===== src/rtl/mbox_pkg.sv =====
// mbox_pkg
//   Shared definitions for the mailbox FIFO client: APB register word
//   offsets (paddr[4:2]), interrupt bit indices, STATUS bit positions and
//   the abort handshake state encoding.
package mbox_pkg;

  // Register word index = paddr[4:2]
  localparam logic [2:0] REG_WDATA    = 3'd0;  // 0x00
  localparam logic [2:0] REG_RDATA    = 3'd1;  // 0x04
  localparam logic [2:0] REG_STATUS   = 3'd2;  // 0x08
  localparam logic [2:0] REG_INT_EN   = 3'd3;  // 0x0C
  localparam logic [2:0] REG_INT_PEND = 3'd4;  // 0x10
  localparam logic [2:0] REG_ABORT    = 3'd6;  // 0x18
  localparam logic [2:0] REG_DONE     = 3'd7;  // 0x1C

  // INT_EN / INT_PEND bit indices
  localparam int INT_AVAIL      = 0;
  localparam int INT_ABORT_INIT = 1;
  localparam int INT_ABORT_DONE = 2;
  localparam int INT_ERROR      = 3;

  // STATUS bit positions
  localparam int ST_RX_AVAIL    = 0;
  localparam int ST_TX_FREE     = 1;
  localparam int ST_ABORT_BUSY  = 2;
  localparam int ST_ABORT_ACK   = 3;
  localparam int ST_RX_ERR      = 4;
  localparam int ST_TX_ERR      = 5;
  localparam int ST_RX_LVL_LSB  = 8;
  localparam int ST_TX_LVL_LSB  = 16;

  typedef enum logic {
    ABORT_IDLE     = 1'b0,
    ABORT_WAIT_ACK = 1'b1
  } abort_state_e;

endpackage


===== src/rtl/mbox_sync_fifo.sv =====
// mbox_sync_fifo
//   Single-clock FIFO with synchronous flush, used for the mailbox TX and
//   RX paths. Push and pop may occur in the same cycle. A push while full
//   is dropped (fullness judged before any same-cycle pop); a pop while
//   empty is ignored. Flush overrides push and pop in the same cycle.
// Ports:
//   i_clk, i_rst      clock, asynchronous active-high reset
//   i_push, i_data    write request and data
//   i_pop             read request (advances head)
//   i_flush           discard all contents
//   o_head            current head word (undefined when empty)
//   o_count           number of stored entries (0..DEPTH)
//   o_full, o_empty   occupancy flags
module mbox_sync_fifo #(
  parameter int DW    = 32,
  parameter int DEPTH = 8
) (
  input  logic                     i_clk,
  input  logic                     i_rst,
  input  logic                     i_push,
  input  logic                     i_pop,
  input  logic                     i_flush,
  input  logic [DW-1:0]            i_data,
  output logic [DW-1:0]            o_head,
  output logic [$clog2(DEPTH):0]   o_count,
  output logic                     o_full,
  output logic                     o_empty
);

  localparam int PW = $clog2(DEPTH);

  logic [DW-1:0] r_mem [DEPTH];
  logic [PW-1:0] r_rd_ptr;
  logic [PW-1:0] r_wr_ptr;
  logic [PW:0]   r_count;
  logic          w_push_ok;
  logic          w_pop_ok;

  assign o_full    = (r_count == (PW+1)'(DEPTH));
  assign o_empty   = (r_count == '0);
  assign w_push_ok = i_push & ~o_full;
  assign w_pop_ok  = i_pop & ~o_empty;

  // NOTE: state registers use non-blocking assignments so every flop samples
  // pre-edge values regardless of block evaluation order.
  always_ff @(posedge i_clk or posedge i_rst) begin
    if (i_rst) begin
      r_rd_ptr <= '0;
      r_wr_ptr <= '0;
      r_count  <= '0;
    end else if (i_flush) begin
      r_rd_ptr <= '0;
      r_wr_ptr <= '0;
      r_count  <= '0;
    end else begin
      if (w_push_ok) r_wr_ptr <= r_wr_ptr + PW'(1);
      if (w_pop_ok)  r_rd_ptr <= r_rd_ptr + PW'(1);
      r_count <= r_count + (PW+1)'(w_push_ok) - (PW+1)'(w_pop_ok);
    end
  end

  // NOTE: storage has no reset; occupancy is tracked by the pointers, so
  // stale contents are never observed and the array can map to plain RAM.
  always_ff @(posedge i_clk) begin
    if (w_push_ok && !i_flush) r_mem[r_wr_ptr] <= i_data;
  end

  assign o_head  = r_mem[r_rd_ptr];
  assign o_count = r_count;

endmodule


===== src/rtl/mbox_fifo_client.sv =====
// mbox_fifo_client
//   APB-attached mailbox client. Bridges a register bank to the word-stream
//   mailbox link through TX/RX FIFOs, defers DONE until TX drains, runs an
//   abort handshake with optional timeout, and raises level interrupts.
// Ports:
//   pclk, reset                      clock, asynchronous active-high reset
//   psel/penable/pwrite/paddr/pwdata APB request (zero wait states)
//   prdata/pready/pslverr            APB response
//   mbox_w_*                         outgoing link (data, valid, ready, done)
//   mbox_r_*                         incoming link (data, valid, ready, done)
//   mbox_w_abort / mbox_r_abort      abort request/ack, local and remote
//   irq_*                            registered pending & enable
module mbox_fifo_client
  import mbox_pkg::*;
#(
  parameter int DW       = 32,
  parameter int TX_DEPTH = 8,
  parameter int RX_DEPTH = 8,
  parameter int AW       = 12,
  parameter int ABORT_TO = 1024
) (
  input  logic          pclk,
  input  logic          reset,
  input  logic          psel,
  input  logic          penable,
  input  logic          pwrite,
  input  logic [AW-1:0] paddr,
  input  logic [31:0]   pwdata,
  output logic [31:0]   prdata,
  output logic          pready,
  output logic          pslverr,
  output logic [DW-1:0] mbox_w_dat,
  output logic          mbox_w_valid,
  input  logic          mbox_w_ready,
  output logic          mbox_w_done,
  input  logic [DW-1:0] mbox_r_dat,
  input  logic          mbox_r_valid,
  output logic          mbox_r_ready,
  input  logic          mbox_r_done,
  output logic          mbox_w_abort,
  input  logic          mbox_r_abort,
  output logic          irq_available,
  output logic          irq_abort_init,
  output logic          irq_abort_done,
  output logic          irq_error
);

  localparam int TW  = (ABORT_TO > 1) ? $clog2(ABORT_TO + 1) : 1;
  localparam int TCW = $clog2(TX_DEPTH) + 1;
  localparam int RCW = $clog2(RX_DEPTH) + 1;

  abort_state_e    r_state;
  logic [TW-1:0]   r_timer;
  logic            r_w_abort;
  logic            r_done_req;
  logic            r_rx_err, r_tx_err, r_abort_ack;
  logic [3:0]      r_int_en, r_pend, r_irq;

  logic            w_wr, w_rd, w_idle;
  logic [2:0]      w_idx;
  logic            w_wdata_wr, w_rdata_rd, w_status_wr, w_abort_wr;
  logic            w_flush, w_timeout, w_ack_done, w_remote_req;
  logic            w_tx_err_set, w_rx_err_set, w_tx_pop, w_rx_push;
  logic [3:0]      w_pend_set, w_pend_clr;
  logic [31:0]     w_status;
  logic [DW-1:0]   w_tx_head, w_rx_head;
  logic [TCW-1:0]  w_tx_count;
  logic [RCW-1:0]  w_rx_count;
  logic            w_tx_full, w_tx_empty, w_rx_full, w_rx_empty;
  logic            w_unused;

  assign w_wr        = psel & penable & pwrite;
  assign w_rd        = psel & penable & ~pwrite;
  assign w_idx       = paddr[4:2];
  assign w_idle      = (r_state == ABORT_IDLE);
  assign w_wdata_wr  = w_wr && (w_idx == REG_WDATA);
  assign w_rdata_rd  = w_rd && (w_idx == REG_RDATA);
  assign w_status_wr = w_wr && (w_idx == REG_STATUS);
  // ABORT writes only count in IDLE; WAIT_ACK ignores them.
  assign w_abort_wr  = w_wr && (w_idx == REG_ABORT) && w_idle;
  assign w_unused    = ^{paddr, pwdata};

  // Any abort trigger seen in IDLE flushes both FIFOs.
  assign w_flush      = w_idle & (w_abort_wr | mbox_r_abort);
  assign w_remote_req = w_idle & mbox_r_abort & ~w_abort_wr;
  // Remote ack in WAIT_ACK, or a crossing request treated as a completed handshake.
  assign w_ack_done   = mbox_r_abort & (~w_idle | w_abort_wr);
  assign w_timeout    = (ABORT_TO != 0) && !w_idle && !mbox_r_abort &&
                        (r_timer == TW'(1));

  assign w_tx_err_set = w_wdata_wr & w_tx_full;
  assign w_rx_err_set = w_rdata_rd & w_rx_empty;

  assign mbox_w_valid = ~w_tx_empty & w_idle;
  assign mbox_w_dat   = mbox_w_valid ? w_tx_head : '0;
  assign mbox_r_ready = ~w_rx_full & w_idle;
  assign mbox_w_done  = r_done_req & w_tx_empty & w_idle;
  assign mbox_w_abort = r_w_abort;
  assign w_tx_pop     = mbox_w_valid & mbox_w_ready;
  assign w_rx_push    = mbox_r_valid & mbox_r_ready;

  assign pready  = 1'b1;
  assign pslverr = 1'b0;

  mbox_sync_fifo #(.DW(DW), .DEPTH(TX_DEPTH)) u_tx_fifo (
    .i_clk  (pclk),
    .i_rst  (reset),
    .i_push (w_wdata_wr),
    .i_pop  (w_tx_pop),
    .i_flush(w_flush),
    .i_data (pwdata[DW-1:0]),
    .o_head (w_tx_head),
    .o_count(w_tx_count),
    .o_full (w_tx_full),
    .o_empty(w_tx_empty)
  );

  mbox_sync_fifo #(.DW(DW), .DEPTH(RX_DEPTH)) u_rx_fifo (
    .i_clk  (pclk),
    .i_rst  (reset),
    .i_push (w_rx_push),
    .i_pop  (w_rdata_rd),
    .i_flush(w_flush),
    .i_data (mbox_r_dat),
    .o_head (w_rx_head),
    .o_count(w_rx_count),
    .o_full (w_rx_full),
    .o_empty(w_rx_empty)
  );

  // Abort FSM. mbox_w_abort is held through WAIT_ACK, or pulsed for one
  // cycle as the ack to a remote request.
  always_ff @(posedge pclk or posedge reset) begin
    if (reset) begin
      r_state   <= ABORT_IDLE;
      r_timer   <= '0;
      r_w_abort <= 1'b0;
    end else begin
      case (r_state)
        ABORT_IDLE: begin
          if (w_abort_wr && !mbox_r_abort) begin
            r_state   <= ABORT_WAIT_ACK;
            r_timer   <= TW'(ABORT_TO);
            r_w_abort <= 1'b1;
          end else begin
            r_w_abort <= w_remote_req;
          end
        end
        ABORT_WAIT_ACK: begin
          if (mbox_r_abort || w_timeout) begin
            r_state   <= ABORT_IDLE;
            r_w_abort <= 1'b0;
          end else begin
            r_timer <= r_timer - TW'(1);
          end
        end
        default: r_state <= ABORT_IDLE;
      endcase
    end
  end

  assign w_pend_set = {w_tx_err_set | w_rx_err_set | w_timeout,
                       w_ack_done, w_remote_req, mbox_r_done};
  assign w_pend_clr = (w_wr && (w_idx == REG_INT_PEND)) ? pwdata[3:0] : 4'b0;

  // Sticky and pending bits: a set event wins over a same-cycle W1C.
  always_ff @(posedge pclk or posedge reset) begin
    if (reset) begin
      r_rx_err    <= 1'b0;
      r_tx_err    <= 1'b0;
      r_abort_ack <= 1'b0;
      r_int_en    <= '0;
      r_pend      <= '0;
      r_irq       <= '0;
      r_done_req  <= 1'b0;
    end else begin
      r_rx_err    <= w_rx_err_set | (r_rx_err & ~(w_status_wr & pwdata[ST_RX_ERR]));
      r_tx_err    <= w_tx_err_set | (r_tx_err & ~(w_status_wr & pwdata[ST_TX_ERR]));
      r_abort_ack <= w_ack_done | (r_abort_ack & ~(w_status_wr & pwdata[ST_ABORT_ACK]));
      r_pend      <= w_pend_set | (r_pend & ~w_pend_clr);
      r_irq       <= r_pend & r_int_en;
      if (w_wr && (w_idx == REG_INT_EN)) r_int_en <= pwdata[3:0];
      if (w_flush)                                   r_done_req <= 1'b0;
      else if (w_wr && (w_idx == REG_DONE))          r_done_req <= 1'b1;
      else if (mbox_w_done)                          r_done_req <= 1'b0;
    end
  end

  assign irq_available  = r_irq[INT_AVAIL];
  assign irq_abort_init = r_irq[INT_ABORT_INIT];
  assign irq_abort_done = r_irq[INT_ABORT_DONE];
  assign irq_error      = r_irq[INT_ERROR];

  // NOTE: every combinational output gets a default before the case so no
  // path leaves it unassigned, which would otherwise infer a latch.
  always_comb begin
    w_status                            = '0;
    w_status[ST_RX_AVAIL]               = ~w_rx_empty;
    w_status[ST_TX_FREE]                = ~w_tx_full;
    w_status[ST_ABORT_BUSY]             = ~w_idle;
    w_status[ST_ABORT_ACK]              = r_abort_ack;
    w_status[ST_RX_ERR]                 = r_rx_err;
    w_status[ST_TX_ERR]                 = r_tx_err;
    w_status[ST_RX_LVL_LSB +: 8]        = 8'(w_rx_count);
    w_status[ST_TX_LVL_LSB +: 8]        = 8'(w_tx_count);
  end

  always_comb begin
    prdata = '0;
    if (w_rd) begin
      case (w_idx)
        REG_RDATA:    if (!w_rx_empty) prdata[DW-1:0] = w_rx_head;
        REG_STATUS:   prdata = w_status;
        REG_INT_EN:   prdata[3:0] = r_int_en;
        REG_INT_PEND: prdata[3:0] = r_pend;
        default:      prdata = '0;
      endcase
    end
  end

endmodule


===== config.mk =====
export PLATFORM = sky130hd
export DESIGN_NAME = mbox_fifo_client
export DESIGN_NICKNAME = d
export VERILOG_FILES = /design/src/rtl/mbox_pkg.sv /design/src/rtl/mbox_sync_fifo.sv /design/src/rtl/mbox_fifo_client.sv
export SDC_FILE = /design/constraint.sdc
export NUM_CORES = 1
export LEC_CHECK = 0
export ABC_AREA = 1
export CORE_ASPECT_RATIO = 1.2
export CORE_UTILIZATION = 50
export CTS_BUF_LIST = sky130_fd_sc_hd__clkbuf_4 sky130_fd_sc_hd__clkbuf_8
export CTS_CLUSTER_SIZE = 10
export DETAILED_ROUTE_END_ITERATION = 8
export GPL_ROUTABILITY_DRIVEN = 0
export HOLD_SLACK_MARGIN = 0.1
export PLACE_DENSITY = 0.76
export SLEW_MARGIN = 0
export SYNTH_ARGS = -nofsm -noshare
export SYNTH_HDL_FRONTEND = slang
export SYNTH_HIERARCHICAL = 1
export SYNTH_SLANG_ARGS = --single-unit

===== constraint.sdc =====
create_clock -name pclk -period 10.3 [get_ports pclk]
set_input_delay 2.575 -clock pclk [delete_from_list [all_inputs] [get_ports pclk]]
set_output_delay 2.575 -clock pclk [all_outputs]
set_load 0.005 [all_outputs]

==> results_dict.tcl, run 1 <==
set metrics [dict create \
    timing.final.crit_share 0.785 \
    htreeDepth 3 \
    totalPowerFinal_mw 5.57 \
    syn_nets 2881 \
    post_cts_buffers 0 \
    run_status "complete, no violations" \
    highest_delay_cell_along_the_critical_path "sky130_fd_sc_hd__nor2_4" \
    crit_arrival_ns 5.51 \
    area_of_the_placeable_core_mm2 0.0507 \
    critical-path-max-stage-delay_ns 0.93 \
    die-area_mm2 0.0526 \
    first_iter_violations 1293 \
    clock-sinks 561 \
    clock_insertion_delay_at_the_later_pin_of_the_skew_report_ns 0.67 \
    grt_overflow 0 \
    report.final.hold_viol_count 0 \
    root_buffer_cell "sky130_fd_sc_hd__clkbuf_8" \
    yosys_warnings 6 \
    layout-area-overhead-vs-synth_pct 14.6 \
    hold_path.class "reg -> reg" \
    synth.avg_cell_area_um2 9.31 \
    synthCells 2776 \
    timing.slew.headroom 0.170 \
    cellPowerDensity_mw_per_mm2 188 \
    vias_in_the_first_global_route 18713 \
    cp_startpoint_kind "input port" \
    netlist_area_mm2 0.0258 \
    fillers 4091 \
    via_per_inst 5.08 \
    antenna_found_initial 4 \
    kind_of_end_point_of_the_critical_path "output port" \
    tightestPinTransition_ns 1.25 \
    crit_chain "clkdlybuf4s50_1, nand3b_1, nor2_4, nand3_1, o21ai_1, clkdlybuf4s50_1" \
    rr_worst_depth 16 \
    total_of_hold_buffers_inserted_after_clock_tree_synthesis 0 \
    floorplan.initialDensity 0.510 \
    first_pass_grt_wire_length_mm 94.8 \
    max_clock_freq_mhz 124 \
    post_synth_num_cell_types 36 \
    post-dp-hpwl_mm 34.1 \
    drt_drc_violations_left 0 \
    finalWorstPathRequiredPeriod_ns 8.08 \
    leakage_nw 13.6 \
    finalWirelength_mm 60.0 \
    synth-seq-area-share 0.642 \
    std_cell_rows 90 \
    grt_setup_unrepaired "false" \
    route.vias.total 18532 \
    cts.repair.resized 0 \
    worst_ir_drop_on_vdd_mv 0.127 \
    buffer_ports.inserted 147 \
    finalSetupViolCount 0 \
    final-instance-count-excl-fill 3645 \
    dp.cells 3485 \
    finalInstanceArea_mm2 0.0296 \
    die-height_um 251 \
    hold_path_depth 2 \
    maxCapViolCount 0 \
    drt-wirelength-per-cell_um 16.5 \
    clock_tree_from_tritoncts "yes" \
    timing.clock.skew_ns 0.0269 \
    max_fo_critical_path 31 \
    cts_bufs_inserted 87 \
    clkSlewWorstSetupHoldPaths_ns 0.06 \
    placedInstanceArea_mm2 0.0279 \
    final_total_negative_setup_slack_ns 0 \
    clk_path_buf_depth 3 \
    grt_max_degree 113 \
    timing.critical_path.required_ns 7.73 \
    1st_pass_router_iterations 6 \
    post_route_cells_drive_above_1_share 0.0744 \
    io_pins 159 \
    setup.worst_path.class "in -> out" \
    track_usage 0.233 \
    crit_top_cell "sky130_fd_sc_hd__clkdlybuf4s50_1" \
    timing_max_transition_violations_final 0 \
    final_nets 3035 \
    die_width_um 210 \
    number_of_routed_nets_with_antenna_violations 0 \
    synth.ff_latch_count 561 \
]
[power by group]
part | switching, mW | total, mW | leakage [nW] | internal, mW
Sequential | 0.0719 | 2.64 | 5.23 | 2.57
Clock | 0.833 | 1.80 | 0.898 | 0.969
Combinational | 0.709 | 1.13 | 7.43 | 0.420
[cells in the mapped netlist (all sizes together)]
| library cell | count | area share |
|---|---|---|
| nand2 | 966 | 0.14 |
| inv | 626 | 0.091 |
| edfxtp | 512 | 0.59 |
| nand3 | 309 | 0.060 |
| nor2 | 105 | 0.017 |
| buf | 89 | 0.017 |
| dfrtp | 49 | 0.047 |
| o21ai | 28 | 0.0060 |
| clkbuf | 23 | 0.0033 |
| ha | 18 | 0.0087 |
| nand4 | 16 | 0.0039 |
| nor3 | 12 | 0.0023 |
| a21oi | 5 | 0.00097 |
| a31oi | 3 | 0.00073 |
| xnor2 | 3 | 0.0010 |
| conb | 2 | 0.00029 |
| fa | 2 | 0.0015 |
| o22ai | 2 | 0.00073 |
| or2 | 2 | 0.00048 |
| nand3b | 1 | 0.00029 |
| nor3b | 1 | 0.00029 |
| o31ai | 1 | 0.00029 |
| or3 | 1 | 0.00024 |
[per-layer routing]
metal	up-vias	track usage	part of all wire
li1	8920	-	-
met5	-	0	0.00052
met2	665	0.414	0.52
met3	146	0.0472	0.071
met1	8797	0.265	0.38
met4	4	0.116	0.032
[layout make-up]
class                      count  area [um2]  share of cell area
sequential                   561       16600               0.561
clock buffer                 126        1520              0.0511
antenna                        2        5.00            0.000169
multi-input combinational   1477        6460               0.218
tap                          644         806              0.0272
inverter                     626        2350              0.0794
timing repair buffer         177        1700              0.0573
clock inverter                32         175             0.00591
[flip-flops by register name, summed over array words and instances, names as in the netlist]
signal	cells
r_tx_err	1
r_pend	4
u_rx_fifo/o_count	4
u_tx_fifo/r_wr_ptr	3
u_tx_fifo/r_rd_ptr	3
r_done_req	1
u_rx_fifo/r_rd_ptr	3
r_timer	11
mbox_w_abort	1
u_rx_fifo/r_wr_ptr	3
u_tx_fifo/o_count	4
r_int_en	4
r_state	1
r_irq	4
r_abort_ack	1
u_rx_fifo/r_mem	256
u_tx_fifo/r_mem	256
r_rx_err	1
[cells in the final DEF, fill, tap and decap left out, types with 2 or more instances in the layout]
cell type / instances
sky130_fd_sc_hd__nor3_1: 4
sky130_fd_sc_hd__clkbuf_8: 91
sky130_fd_sc_hd__clkdlybuf4s50_1: 147
sky130_fd_sc_hd__nor3_2: 8
sky130_fd_sc_hd__diode_2: 2
sky130_fd_sc_hd__o21ai_1: 10
sky130_fd_sc_hd__nand2_4: 2
sky130_fd_sc_hd__nor2_2: 2
sky130_fd_sc_hd__conb_1: 2
sky130_fd_sc_hd__nand2_1: 960
sky130_fd_sc_hd__clkinv_2: 13
sky130_fd_sc_hd__edfxtp_1: 512
sky130_fd_sc_hd__dfrtp_4: 2
sky130_fd_sc_hd__fa_1: 2
sky130_fd_sc_hd__nor2_1: 91
sky130_fd_sc_hd__buf_4: 30
sky130_fd_sc_hd__clkinv_1: 18
sky130_fd_sc_hd__clkbuf_4: 35
sky130_fd_sc_hd__a21oi_1: 5
sky130_fd_sc_hd__or2_2: 2
sky130_fd_sc_hd__ha_1: 18
sky130_fd_sc_hd__nand2_2: 3
sky130_fd_sc_hd__o21ai_2: 4
sky130_fd_sc_hd__inv_2: 9
sky130_fd_sc_hd__nor2_4: 12
sky130_fd_sc_hd__xnor2_1: 3
sky130_fd_sc_hd__clkinvlp_4: 4
sky130_fd_sc_hd__a31oi_1: 3
sky130_fd_sc_hd__o21ai_0: 14
sky130_fd_sc_hd__dfrtp_1: 45
sky130_fd_sc_hd__inv_1: 613
sky130_fd_sc_hd__nand4_1: 16
sky130_fd_sc_hd__dfrtp_2: 2
sky130_fd_sc_hd__nand3_1: 308
[path summary, 6_finish.rpt]
| kind | from | to | slack [ns] |
|---|---|---|---|
| max reg2reg | u_tx_fifo/o_count[2]$_DFF_PP0_ | u_tx_fifo/o_count[2]$_DFF_PP0_ | 6.89 |
| min reg2reg | r_rx_err$_DFF_PP0_ | r_rx_err$_DFF_PP0_ | 0.48 |
| min | r_rx_err$_DFF_PP0_ | r_rx_err$_DFF_PP0_ | 0.48 |
| max in group asynchronous | reset | r_int_en[3]$_DFFE_PP0P_ | 6.98 |
| max | pwrite | prdata[17] | 2.22 |
| min in group asynchronous | reset | u_rx_fifo/o_count[3]$_DFF_PP0_ | 2.35 |
[critical path, delay by kind of cell]
family                 cells  cell delay (ns)
buffers and inverters      2             1.01
AND/OR/NAND/NOR            3             1.75
AO/OA/AOI/OAI              1             0.14
[cells by family after synthesis]
logic type | synth area share
xor gates and xnor gates | 0.00102
adders and majority gates | 0.0103
and+or+nand+nor | 0.226
DFF | 0.642
AOI/OAI and AO/OA | 0.00871
other | 0.000291
buffers and inverters | 0.111
[through the flow]
step                 util  setup slack (ns)  hold slack (ns)
floorplan               -              4.32            0.442
global placement    0.551              2.30            0.470
detailed placement  0.551              2.21            0.473
CTS                 0.585              2.18            0.489
global route        0.585              2.07            0.520
finish              0.585              2.22            0.483
Power figures use the tool's default switching activity.
==> run 2: changes to the inputs <==
Clock period 10.3 ns to 8.5 ns, I/O delays scaled along.
==> run 2 against run 1 <==
Effect of this change: via count down 0.28%; die area unchanged; cell area down 0.19%; hold slack better by 0.014 ns; combinational power up 21%; setup slack worse by 0.46 ns.
==> results_dict.tcl, run 2 (synthesis gave the netlist of run 1 again) <==
set metrics [dict create \
    number_of_routed_nets_with_antenna_violations 0 \
    first_iter_violations 1397 \
    max_clock_freq_mhz 148 \
    cp_startpoint_kind "input port" \
    worstReg2RegStart "r_state$_DFF_PP0_" \
    cellPowerDensity_mw_per_mm2 226 \
    setup.worst_path.start "paddr[4]" \
    mostFrequentLayoutCells "960 x sky130_fd_sc_hd__nand2_1, 613 x sky130_fd_sc_hd__inv_1, 512 x sky130_fd_sc_hd__edfxtp_1" \
    die_width_um 210 \
    cts_bufs_inserted 86 \
    floorplan.initialDensity 0.510 \
    timing.slew.headroom 0.244 \
    final_total_negative_setup_slack_ns 0 \
    ff_to_ff_setup_slack_ns 5.08 \
    post_route_cells_drive_above_1_share 0.0712 \
    reg2reg_to "u_tx_fifo/r_mem[6][30]$_DFFE_PP_" \
    worst_ir_drop_on_vdd_mv 0.170 \
    endpoint "prdata[4]" \
    fillers 4046 \
    maxCapViolCount 0 \
    post-dp-hpwl_mm 33.9 \
    via_per_inst 5.08 \
    timing.critical_path.required_ns 6.38 \
    antenna_found_initial 3 \
    layout_commonest_cell "sky130_fd_sc_hd__nand2_1" \
    hold_path.class "reg -> reg" \
    crit_arrival_ns 4.62 \
    final_core_util 0.584 \
    run_status "complete, no violations" \
    drt-wirelength-per-cell_um 16.4 \
    final_nets 3036 \
    finalSetupViolCount 0 \
    area_of_the_placeable_core_mm2 0.0507 \
    cts.repair.resized 0 \
    htreeDepth 3 \
    track_usage 0.229 \
    grt_setup_unrepaired "false" \
    vias_in_the_first_global_route 18430 \
    total_of_hold_buffers_inserted_after_clock_tree_synthesis 0 \
    buffer_ports.inserted 147 \
    die-height_um 251 \
    grt_overflow 0 \
    timing_max_transition_violations_final 0 \
    route.vias.total 18481 \
    root_buffer_cell "sky130_fd_sc_hd__clkbuf_8" \
    tightestPinTransition_ns 1.13 \
    setup.worst_path.class "in -> out" \
    drt_drc_violations_left 0 \
    report.final.hold_viol_count 0 \
    finalWirelength_mm 59.7 \
    max_fo_critical_path 31 \
    io_pins 159 \
    area.sequential_mm2 0.0166 \
    grt_max_degree 80 \
    die-area_mm2 0.0526 \
    first_pass_grt_wire_length_mm 93.7 \
    clock-sinks 561 \
    clock_tree_from_tritoncts "yes" \
    clock_insertion_delay_at_the_later_pin_of_the_skew_report_ns 0.67 \
    timing.final.crit_share 0.793 \
    timing.clock.skew_ns 0.0365 \
    finalWorstPathRequiredPeriod_ns 6.74 \
    layout-area-overhead-vs-synth_pct 14.4 \
    multi_input_area_mm2 0.00646 \
    std_cell_rows 90 \
    kind_of_end_point_of_the_critical_path "output port" \
    1st_pass_router_iterations 6 \
    rr_worst_depth 7 \
    top_flop_regs "u_rx_fifo/r_mem x256, u_tx_fifo/r_mem x256, r_timer x11" \
    post_cts_buffers 0 \
    clkSlewWorstSetupHoldPaths_ns 0.06 \
    leakage_nw 13.5 \
    clk_path_buf_depth 3 \
]
[run 2: cell count changes in the layout (fill, tap and decap cells not counted)]
| cell | change |
|---|---|
| sky130_fd_sc_hd__clkbuf_4 | -9 |
| sky130_fd_sc_hd__clkinv_1 | +3 |
| sky130_fd_sc_hd__clkinvlp_4 | -1 |
| sky130_fd_sc_hd__inv_6 | +1 |
| sky130_fd_sc_hd__buf_4 | +2 |
| sky130_fd_sc_hd__clkinv_2 | -3 |
[run 2: how the worst min path moves through the flow]
stage,from,to,depth (start not counted)
global route,r_tx_err$_DFF_PP0_,r_tx_err$_DFF_PP0_,2
CTS,r_rx_err$_DFF_PP0_,r_rx_err$_DFF_PP0_,2
finish,r_tx_err$_DFF_PP0_,r_tx_err$_DFF_PP0_,2
global placement,r_rx_err$_DFF_PP0_,r_rx_err$_DFF_PP0_,2
detailed placement,r_rx_err$_DFF_PP0_,r_rx_err$_DFF_PP0_,2
floorplan,r_rx_err$_DFF_PP0_,r_rx_err$_DFF_PP0_,2
[run 2: where the power goes]
group | internal, mW | total, mW | switching (mW)
Clock | 1.13 | 2.13 | 1.00
Combinational | 0.507 | 1.37 | 0.859
Sequential | 3.11 | 3.20 | 0.0862
[run 2: final cells by class]
| type | instances | share of cell area |
|---|---|---|
| clock inverter | 32 | 0.00584 |
| antenna | 2 | 0.000169 |
| inverter | 626 | 0.0795 |
| clock buffer | 117 | 0.0490 |
| timing repair buffer | 179 | 0.0579 |
| multi-input combinational | 1477 | 0.219 |
| tap | 644 | 0.0273 |
| sequential | 561 | 0.562 |
[run 2: worst max-delay path, cell delays in order]
cell and delay, ns:
sky130_fd_sc_hd__clkdlybuf4s50_1 0.49, sky130_fd_sc_hd__inv_2 0.12, sky130_fd_sc_hd__nand3_2 0.18, sky130_fd_sc_hd__nor2_4 0.74, sky130_fd_sc_hd__nand3_1 0.14, sky130_fd_sc_hd__o21ai_0 0.23, sky130_fd_sc_hd__clkdlybuf4s50_1 0.59
[run 2: through the flow]
stage | setup slack [ns] | hold WS, ns | power [mW] | cells | instance area (um2)
final | 1.76 | 0.497 | 6.69 | 3638 | 29600
after global routing | 1.46 | 0.529 | 7.02 | 3638 | 29600
after CTS | 1.77 | 0.498 | 6.74 | 3636 | 29600
after detailed placement | 1.78 | 0.479 | 4.61 | 3487 | 27900
after global placement | 1.84 | 0.469 | 4.56 | 3487 | 27900
after floorplan | 2.97 | 0.442 | 4.06 | 2776 | 25800
[run 2: metal layers]
metal	part of all wire	wire (um)	global-route usage
met1	0.38	22400	0.256
met2	0.52	30900	0.412
met3	0.070	4180	0.0467
met4	0.036	2160	0.119
met5	0.00022	13	0
==> run 3: changes to the inputs <==
Clock period 8.5 ns to 6.75 ns, I/O delays scaled along.
==> run 3 against run 2 <==
Effect of this change: sequential cell count is the same; cell count grew 0.19%; global-route usage grew 0.060 points; combinational power grew 26%; register-to-register slack lost 1.9 ns; sequential power grew 25%; first-iteration DRC count is 1.5% lower; die area is the same; largest cell class unchanged; highest routed layer unchanged.
==> results_dict.tcl, run 3 (synthesis gave the netlist of run 1 again) <==
set metrics [dict create \
    preCtsSetupSlack_ns 0.962 \
    antenna_found_initial 2 \
    crit_chain "clkdlybuf4s50_1, inv_2, nand3_2, nor2_4, buf_4, nand2_1, nor2_1, clkdlybuf4s50_1" \
    tightestPinTransition_ns 1.23 \
    power.switching_mw 2.45 \
    timing.slew.headroom 0.180 \
    io_pins 159 \
    timing.critical_path.required_ns 5.06 \
    whs_ns 0.483 \
    number_of_routed_nets_with_antenna_violations 0 \
    clkSlewWorstSetupHoldPaths_ns 0.06 \
    number_of_diodes 0 \
    worstReg2RegStart "u_rx_fifo/o_count[2]$_DFF_PP0_" \
    dp.cells 3490 \
    std_cell_rows 90 \
    rr_worst_depth 8 \
    max_fo_critical_path 27 \
    grt_overflow 0 \
    hold_path.class "reg -> reg" \
    crit_top_cell "sky130_fd_sc_hd__clkdlybuf4s50_1" \
    holdPathEnd "r_tx_err$_DFF_PP0_" \
    internal_power_contribution_mw 6.04 \
    route.vias.total 18480 \
    maxCapViolCount 0 \
    hold_path_depth 2 \
    reg2reg_to "u_rx_fifo/r_mem[4][26]$_DFFE_PP_" \
    layout_commonest_cell "sky130_fd_sc_hd__nand2_1" \
    clock_insertion_delay_at_the_later_pin_of_the_skew_report_ns 0.67 \
    cellPowerDensity_mw_per_mm2 286 \
    worst_ir_drop_on_vdd_mv 0.236 \
    1st_pass_router_iterations 6 \
    power.share.switching 0.289 \
    mostFrequentLayoutCells "960 x sky130_fd_sc_hd__nand2_1, 613 x sky130_fd_sc_hd__inv_1, 512 x sky130_fd_sc_hd__edfxtp_1" \
    finalWorstPathRequiredPeriod_ns 5.80 \
    htreeDepth 3 \
    post_route_cells_drive_above_1_share 0.0716 \
    share_clk_of_total_power 0.325 \
    top_flop_regs "u_rx_fifo/r_mem x256, u_tx_fifo/r_mem x256, r_timer x11" \
    finalWirelength_mm 59.4 \
    setup.worst_path.class "in -> out" \
    area_of_the_placeable_core_mm2 0.0507 \
    cp_startpoint_kind "input port" \
    layout-area-overhead-vs-synth_pct 14.7 \
    seqPwrFrac 0.472 \
    clock-sinks 561 \
    fillers 4110 \
    first_iter_violations 1376 \
    clock_tree_from_tritoncts "yes" \
    leakage_nw 13.6 \
    grt_setup_unrepaired "false" \
    finalSetupViolCount 0 \
    max_clock_freq_mhz 172 \
    final_total_negative_setup_slack_ns 0 \
    vias_in_the_first_global_route 18634 \
    die-height_um 251 \
    timing_max_transition_violations_final 0 \
    timing.final.crit_share 0.859 \
    total_of_hold_buffers_inserted_after_clock_tree_synthesis 0 \
    multi_input_area_mm2 0.00646 \
    area.sequential_mm2 0.0166 \
    kind_of_end_point_of_the_critical_path "output port" \
    final-instance-count-excl-fill 3645 \
    hold_start "r_tx_err$_DFF_PP0_" \
    ff_to_ff_setup_slack_ns 3.14 \
    timing.clock.skew_ns 0.0277 \
    root_buffer_cell "sky130_fd_sc_hd__clkbuf_8" \
    die-area_mm2 0.0526 \
    grt_max_degree 115 \
    cts.repair.resized 0 \
    first_pass_grt_wire_length_mm 94.0 \
    track_usage 0.230 \
    buffer_ports.inserted 147 \
    via_per_inst 5.07 \
    post_cts_buffers 0 \
    post-dp-hpwl_mm 34.6 \
    final_nets 3039 \
    highest_delay_cell_along_the_critical_path "sky130_fd_sc_hd__nor2_4" \
    drt-wirelength-per-cell_um 16.3 \
    report.final.hold_viol_count 0 \
    critical-path-max-stage-delay_ns 0.69 \
    run_status "complete, no violations" \
    drt_drc_violations_left 0 \
    clk_path_buf_depth 3 \
    power_frac_comb 0.203 \
    post-route-worst-setup-slack_ns 0.949 \
    crit_arrival_ns 4.11 \
    floorplan.initialDensity 0.510 \
    die_width_um 210 \
    cts_bufs_inserted 86 \
]
-- run 3: cell types whose count changed in the layout (fill, tap and decap cells not counted), sizes merged --
cell	previous run	this run
clkinv	31	44
diode	2	0
clkbuf	117	106
buf	32	35
inv	623	622
bufinv	1	4
clkinvlp	3	5
-- run 3: worst max-delay path: cells and delay by family --
kind | cells | cell delay (ns)
buf+inv | 4 | 1.39
simple gates | 4 | 1.02
-- run 3: stage by stage --
| stage | utilization | cell area, um2 | total power [mW] |
|---|---|---|---|
| 2_1_floorplan | - | 25800 | 5.11 |
| 3_3_place_gp | 0.552 | 28000 | 5.74 |
| 3_5_place_dp | 0.552 | 28000 | 5.80 |
| 4_1_cts | 0.585 | 29700 | 8.57 |
| 5_1_grt | 0.585 | 29700 | 8.93 |
| 6_report | 0.585 | 29700 | 8.49 |
-- run 3: metal layers --
| layer | vias to the layer above | track usage | wire length [um] |
|---|---|---|---|
| li1 | 8930 | - | - |
| met1 | 8712 | 0.265 | 22500 |
| met2 | 670 | 0.406 | 30100 |
| met3 | 166 | 0.0447 | 4450 |
| met4 | 2 | 0.119 | 2280 |
| met5 | - | 0 | 17 |
-- run 3: worst max-delay path by stage --
stage                     startpoint                              end  slack [ns]
after floorplan                 psel  u_tx_fifo/r_mem[7][0]$_DFFE_PP_        1.66
after global placement      paddr[2]                       prdata[20]        1.02
after detailed placement    paddr[4]                       prdata[21]        0.96
after CTS                   paddr[4]                       prdata[21]        0.94
after global routing        paddr[4]                       prdata[23]        0.84
final                       paddr[4]                       prdata[21]        0.95
-- run 3: final cells by class --
| class | count | area share |
|---|---|---|
| Sequential cell | 561 | 0.560 |
| Inverter | 626 | 0.0793 |
| Clock inverter | 49 | 0.0110 |
| Clock buffer | 106 | 0.0458 |
| Multi-Input combinational cell | 1477 | 0.218 |
| Tap cell | 644 | 0.0272 |
| Timing Repair Buffer | 182 | 0.0585 |
-- run 3: power by group through the flow --
stage               Sequential [mW]  Clock, mW  Combinational [mW]
floorplan                      4.04          0                1.08
global placement               4.07          0                1.67
detailed placement             4.07          0                1.73
CTS                            4.00       2.82                1.74
global route                   4.02       2.97                1.95
finish                         4.01       2.76                1.72
